--- src/rtl/fire_pkg.sv ---
// Shared types and constants for the fire-module expand sequencer.
// Optional stall counter is enabled by defining FIRE_CTRL_PERF_EN.
package fire_pkg;

  typedef enum logic [2:0] {
    IDLE,
    ACCUM,
    DRAIN,
    EMIT,
    FIN
  } fire_ctrl_state_t;

  localparam int FIRE_DRAIN_CYC = 2;
  localparam int FIRE_MAC_LAT   = 1;

  function automatic int fire_w(input int n);
    return (n > 1) ? $clog2(n) : 1;
  endfunction

endpackage

--- src/rtl/fire_wrap_ctr.sv ---
// Up-counter with enable, synchronous clear and wrap strobe.
// Used for the channel, pixel and pass indices.
module fire_wrap_ctr #(
  parameter int MAX = 2,
  parameter int W   = 1
) (
  input  logic         clk,
  input  logic         rst,
  input  logic         clr,
  input  logic         en,
  output logic [W-1:0] cnt,
  output logic         wrap
);

  assign wrap = en && (cnt == W'(MAX - 1));

  always_ff @(posedge clk or negedge rst) begin
    if (!rst) begin
      cnt <= '0;
    end else if (clr || wrap) begin
      cnt <= '0;
    end else if (en) begin
      cnt <= cnt + W'(1);
    end
  end

endmodule

--- src/rtl/fire_ex_ctrl.sv ---
// Sequencer for the fire 1x1 expand datapath (MAC, weight ROM, ofm).
// Define FIRE_CTRL_PERF_EN to build the stall_cnt performance counter.
module fire_ex_ctrl
  import fire_pkg::*;
#(
  parameter  int CHIN   = 32,
  parameter  int PIXELS = 1024,
  parameter  int PASSES = 1,
  localparam int AW     = fire_w(CHIN * PASSES),
  localparam int PW     = fire_w(PIXELS),
  localparam int SW     = fire_w(PASSES),
  localparam int CW     = fire_w(CHIN)
) (
  input  logic          clk,
  input  logic          rst,
  input  logic          start,
  output logic          busy,
  output logic          done,
  input  logic          ifm_valid,
  output logic          ifm_rd_en,
  output logic [AW-1:0] w_addr,
  output logic          mac_en,
  output logic          mac_clr,
  output logic          ofm_valid,
  input  logic          ofm_ready,
  output logic [PW-1:0] ofm_pix,
  output logic [SW-1:0] ofm_pass,
  output logic [31:0]   stall_cnt
);

  fire_ctrl_state_t state, state_nx;

  logic [CW-1:0] ch;
  logic [PW-1:0] pix;
  logic [SW-1:0] pass;
  logic          ch_wrap;
  logic          pix_wrap;
  logic          pass_wrap;
  logic          go;
  logic          rd;
  logic          hs;
  logic [1:0]    drain;

  logic [FIRE_MAC_LAT-1:0] rd_d;
  logic [FIRE_MAC_LAT-1:0] clr_d;

  assign go = (state == IDLE) && start;
  assign rd = (state == ACCUM) && ifm_valid;
  assign hs = (state == EMIT) && ofm_ready;

  fire_wrap_ctr #(.MAX(CHIN), .W(CW)) u_ch (
    .clk  (clk),
    .rst  (rst),
    .clr  (go || hs),
    .en   (rd),
    .cnt  (ch),
    .wrap (ch_wrap)
  );

  fire_wrap_ctr #(.MAX(PIXELS), .W(PW)) u_pix (
    .clk  (clk),
    .rst  (rst),
    .clr  (go),
    .en   (hs),
    .cnt  (pix),
    .wrap (pix_wrap)
  );

  fire_wrap_ctr #(.MAX(PASSES), .W(SW)) u_pass (
    .clk  (clk),
    .rst  (rst),
    .clr  (go),
    .en   (pix_wrap),
    .cnt  (pass),
    .wrap (pass_wrap)
  );

  always_ff @(posedge clk or negedge rst) begin
    if (!rst) begin
      state <= IDLE;
    end else begin
      state <= state_nx;
    end
  end

  always_comb begin
    state_nx = state;
    unique case (state)
      IDLE:  if (start) state_nx = ACCUM;
      ACCUM: if (ch_wrap) state_nx = DRAIN;
      DRAIN: begin
        if (drain == 2'(FIRE_DRAIN_CYC - 1)) begin
          state_nx = EMIT;
        end
      end
      EMIT: begin
        if (hs) state_nx = pass_wrap ? FIN : ACCUM;
      end
      FIN:     state_nx = IDLE;
      default: state_nx = IDLE;
    endcase
  end

  // MAC enables follow the read strobe by the buffer read latency
  always_ff @(posedge clk or negedge rst) begin
    if (!rst) begin
      drain <= '0;
      rd_d  <= '0;
      clr_d <= '0;
      done  <= 1'b0;
    end else begin
      drain <= (state == DRAIN) ? drain + 2'd1 : 2'd0;
      rd_d  <= FIRE_MAC_LAT'({rd_d, rd});
      clr_d <= FIRE_MAC_LAT'({clr_d, rd && (ch == '0)});
      done  <= (state == FIN);
    end
  end

  assign busy      = (state != IDLE);
  assign ifm_rd_en = rd;
  assign mac_en    = rd_d[FIRE_MAC_LAT-1];
  assign mac_clr   = clr_d[FIRE_MAC_LAT-1];
  assign ofm_valid = (state == EMIT);
  assign ofm_pix   = pix;
  assign ofm_pass  = pass;
  assign w_addr    = AW'(int'(pass) * CHIN + int'(ch));

`ifdef FIRE_CTRL_PERF_EN
  logic stall;

  assign stall = ((state == ACCUM) && !ifm_valid) ||
                 ((state == EMIT) && !ofm_ready);

  always_ff @(posedge clk or negedge rst) begin
    if (!rst) begin
      stall_cnt <= '0;
    end else if (go) begin
      stall_cnt <= '0;
    end else if (stall && (stall_cnt != '1)) begin
      stall_cnt <= stall_cnt + 32'd1;
    end
  end
`else
  assign stall_cnt = '0;
`endif

endmodule

--- config.mk ---
export PLATFORM = sky130hd
export DESIGN_NAME = fire_ex_ctrl
export DESIGN_NICKNAME = d
export VERILOG_FILES = /design/src/rtl/fire_pkg.sv /design/src/rtl/fire_wrap_ctr.sv /design/src/rtl/fire_ex_ctrl.sv
export SDC_FILE = /design/constraint.sdc
export NUM_CORES = 1
export LEC_CHECK = 0
export BUFFER_PORTS_ARGS = -buffer_cell sky130_fd_sc_hd__buf_4
export CORE_MARGIN = 2
export CORE_UTILIZATION = 35
export CTS_BUF_LIST = sky130_fd_sc_hd__clkbuf_4 sky130_fd_sc_hd__clkbuf_8
export CTS_CLUSTER_DIAMETER = 120
export DETAILED_ROUTE_END_ITERATION = 12
export SETUP_SLACK_MARGIN = 0.15
export SYNTH_ARGS = -nofsm -noshare
export SYNTH_HDL_FRONTEND = slang
export SYNTH_SLANG_ARGS = --single-unit
--- constraint.sdc ---
create_clock -name clk -period 2.07 [get_ports clk]
set_input_delay 0.414 -clock clk [delete_from_list [all_inputs] [get_ports clk]]
set_output_delay 0.414 -clock clk [all_outputs]
set_load 0.01 [all_outputs]
==> flow_metrics.py <==
metrics = {
    "clocking": {
        "htree_num_levels": 1,
        "clockBufferDepth": 2,
        "cts_buffers": 3,
        "ctsHoldBuffers": 0,
        "clock_latency_ns": 0.27,
        "cts.clk_slew.worst_paths_ns": 0.09,
        "cts_root_buffer": "clkbuf_8",
        "cts.sinks": 24,
        "cts_tree": "yes",
    },
    "place": {
        "io_buffers": 26,
        "dp.cells": 232,
        "pre_cts_ws_ns": 0.204,
        "gp_congestion": 0.739,
        "post-dp-hpwl_um": 1930,
        "placed_cell_area_sq_mm": 0.00165,
    },
    "routing": {
        "routed_wl_um": 2740,
        "drc": 0,
        "vias": 1055,
        "drtAntennaViolNets": 0,
        "vias_per_cell": 4.45,
        "drt_iter0_drc": 39,
        "drt-pass1-iter-count": 4,
        "post_drt_wl_per_cell_um": 11.6,
    },
    "pwr": {
        "p_per_area_mw_per_mm2": 777,
        "vdd_drop_max_v": 0.000327,
        "power_leakage_nw": 0.839,
        "p_total_mw": 1.35,
    },
    "synthesis": {
        "avgSynthCellArea_sq_um": 9.72,
        "ys.warnings.count": 0,
        "ys_types": 37,
        "synth_area_sq_mm": 0.00149,
        "netlist_instances": 153,
        "yosysSeqAreaShare": 0.404,
        "ys_seq_elements": 24,
    },
    "timing": {
        "whs_ns": 0.0319,
        "min_period_ns": 1.85,
        "setup_violations": 0,
        "fin_skew_ns": 0.00483,
        "fin_tns_setup_ns": 0,
        "hold_viol": 0,
        "rsz0062_at_grt": "false",
        "fmax_mhz": 539,
        "worst_slack_ns": 0.216,
        "fin_crit_sh": 0.896,
        "maxSlewViolCount": 0,
    },
    "setup_path": {
        "crit_chain": "ha_1 -> and3_1 -> ha_2 -> or4b_2 -> a21oi_2",
        "critPathMaxFanout": 4,
        "required_ns": 2.27,
        "cpPeakStageDelay_ns": 0.62,
        "slowest_stage": "or4b_2",
        "r2r_end": "u_ch.cnt[2]",
        "ff2ff_setup_slack_ns": 0.22,
        "critPathArrivalTime_ns": 2.05,
        "crit_path_end_kind": "flip-flop",
        "worstSetupPathType": "flip-flop to flip-flop",
        "ff2ff_path_depth": 5,
        "r2r-start": "u_ch.cnt[1]",
        "cp-start-kind": "flip-flop",
    },
    "floorplan": {
        "core_sq_mm": 0.00406,
        "dieHeight_um": 69.2,
        "io-pin-count": 59,
        "die_area_sq_mm": 0.00478,
        "initial_utilization": 0.366,
        "rows": 23,
        "die_w_um": 69.2,
    },
    "finish": {
        "stdcell_count": 237,
        "multiInputGateArea_sq_um": 711,
        "final_common_cell": "buf_4",
        "nNetsFinal": 198,
        "fillers": 401,
        "drive_gt1_frac": 0.262,
        "final_cell_mix": "buf_4 (36), conb_1 (32), dfrtp_1 (23), nor2_1 (16), xnor2_1 (8)",
        "syn_to_final_growth_pct": 17.0,
        "final_cell_area_sq_mm": 0.00174,
        "final_util": 0.429,
        "diodes": 0,
        "regArea_sq_um": 602,
    },
    "grt": {
        "grt_pass1_vias": 936,
        "grt_max_degree": 25,
        "antenna_found_initial": 0,
        "grt_usage": 0.114,
        "grt_first_pass_wirelength_um": 4430,
        "grt_overflow": 0,
    },
    "job": {
        "drv_cap": 0,
    },
    "status": {
        "status": "finished, final reports clean",
    },
    "hold_path": {
        "hp-class": "primary input to async pin",
    },
}
## synth_stat cells (all sizes together)
library cell / n / area, sq um
nor2: 16 / 60.1
inv: 6 / 22.5
a22o: 1 / 8.76
a31oi: 2 / 12.5
dfrtp: 24 / 601
a21boi: 1 / 7.51
nor4: 1 / 6.26
nand4: 2 / 12.5
clkbuf: 2 / 7.51
xnor2: 8 / 70.1
ha: 5 / 62.6
nand4bb: 1 / 11.3
o21ai: 4 / 20.0
a2111oi: 2 / 42.5
or4b: 2 / 23.8
a211oi: 3 / 22.5
nor3: 3 / 15.0
nand4b: 2 / 17.5
a21oi: 8 / 40.0
nor3b: 3 / 22.5
and4: 2 / 17.5
and3b: 1 / 8.76
or3: 1 / 6.26
nand2b: 1 / 6.26
conb: 1 / 3.75
buf: 35 / 268
mux2: 2 / 22.5
nand2: 6 / 22.5
or4: 1 / 7.51
and3: 1 / 6.26
and2: 1 / 6.26
nand3: 5 / 25.0
## kinds of logic after synthesis
group	after synthesis	share of synthesized area
AO/OA/AOI/OAI	21	0.104
XOR/XNOR	8	0.0471
adder cells (fa/ha/maj)	5	0.0421
buffers and inverters	43	0.200
flip-flops	24	0.404
multiplexers	2	0.0152
other	1	0.00252
AND/OR/NAND/NOR	49	0.185
## metal layers
layer,part of all wire,up-vias,wire length [um],GRT usage
li1,-,528,-,-
met1,0.46,493,1260,0.156
met2,0.48,32,1320,0.173
met3,0.049,2,133,0.0305
met4,0.0084,0,23,0.0392
met5,0,-,0,0
## cell type report
| cell class | count | share of cell area |
|---|---|---|
| Clock buffer | 3 | 0.0237 |
| Clock inverter | 1 | 0.0173 |
| Inverter | 6 | 0.0129 |
| Multi-Input combinational cell | 117 | 0.409 |
| Sequential cell | 24 | 0.346 |
| Tap cell | 50 | 0.0360 |
| Timing Repair Buffer | 36 | 0.155 |
## state kept, by name, summed over array words and instances, names as in the netlist
signal / cells
u_pix.cnt: 10
u_ch.cnt: 5
state: 3
drain: 2
done: 1
mac_clr: 1
mac_en: 1
u_pass.cnt: 1
## what timing repair did
item,in CTS,in global routing
gates resized for setup,0,3
setup buffers,0,1
endpoints found under the setup margin,0,1
## critical path, delay by kind of cell, from the launching register on
family | cells | cell delay (ns)
adder cells (fa/ha/maj) | 2 | 0.39
AND/OR/NAND/NOR | 2 | 0.81
flip-flops | 1 | 0.43
AO/OA/AOI/OAI | 1 | 0.15
## power by group
group          total, mW  internal [mW]  switching, mW
Sequential         0.596          0.530         0.0668
Combinational      0.341          0.173          0.168
Clock              0.415          0.258          0.156
## how the worst max path moves through the flow
stage	startpoint	end	cells past startpoint
2_1_floorplan	u_ch.cnt[0]	u_ch.cnt[2]	5
3_3_place_gp	u_ch.cnt[1]	u_ch.cnt[2]	5
3_5_place_dp	u_ch.cnt[1]	u_ch.cnt[2]	5
4_1_cts	u_ch.cnt[1]	u_ch.cnt[2]	5
5_1_grt	u_ch.cnt[1]	u_ch.cnt[2]	5
6_report	u_ch.cnt[1]	u_ch.cnt[2]	5
Power figures use the tool's default switching activity.
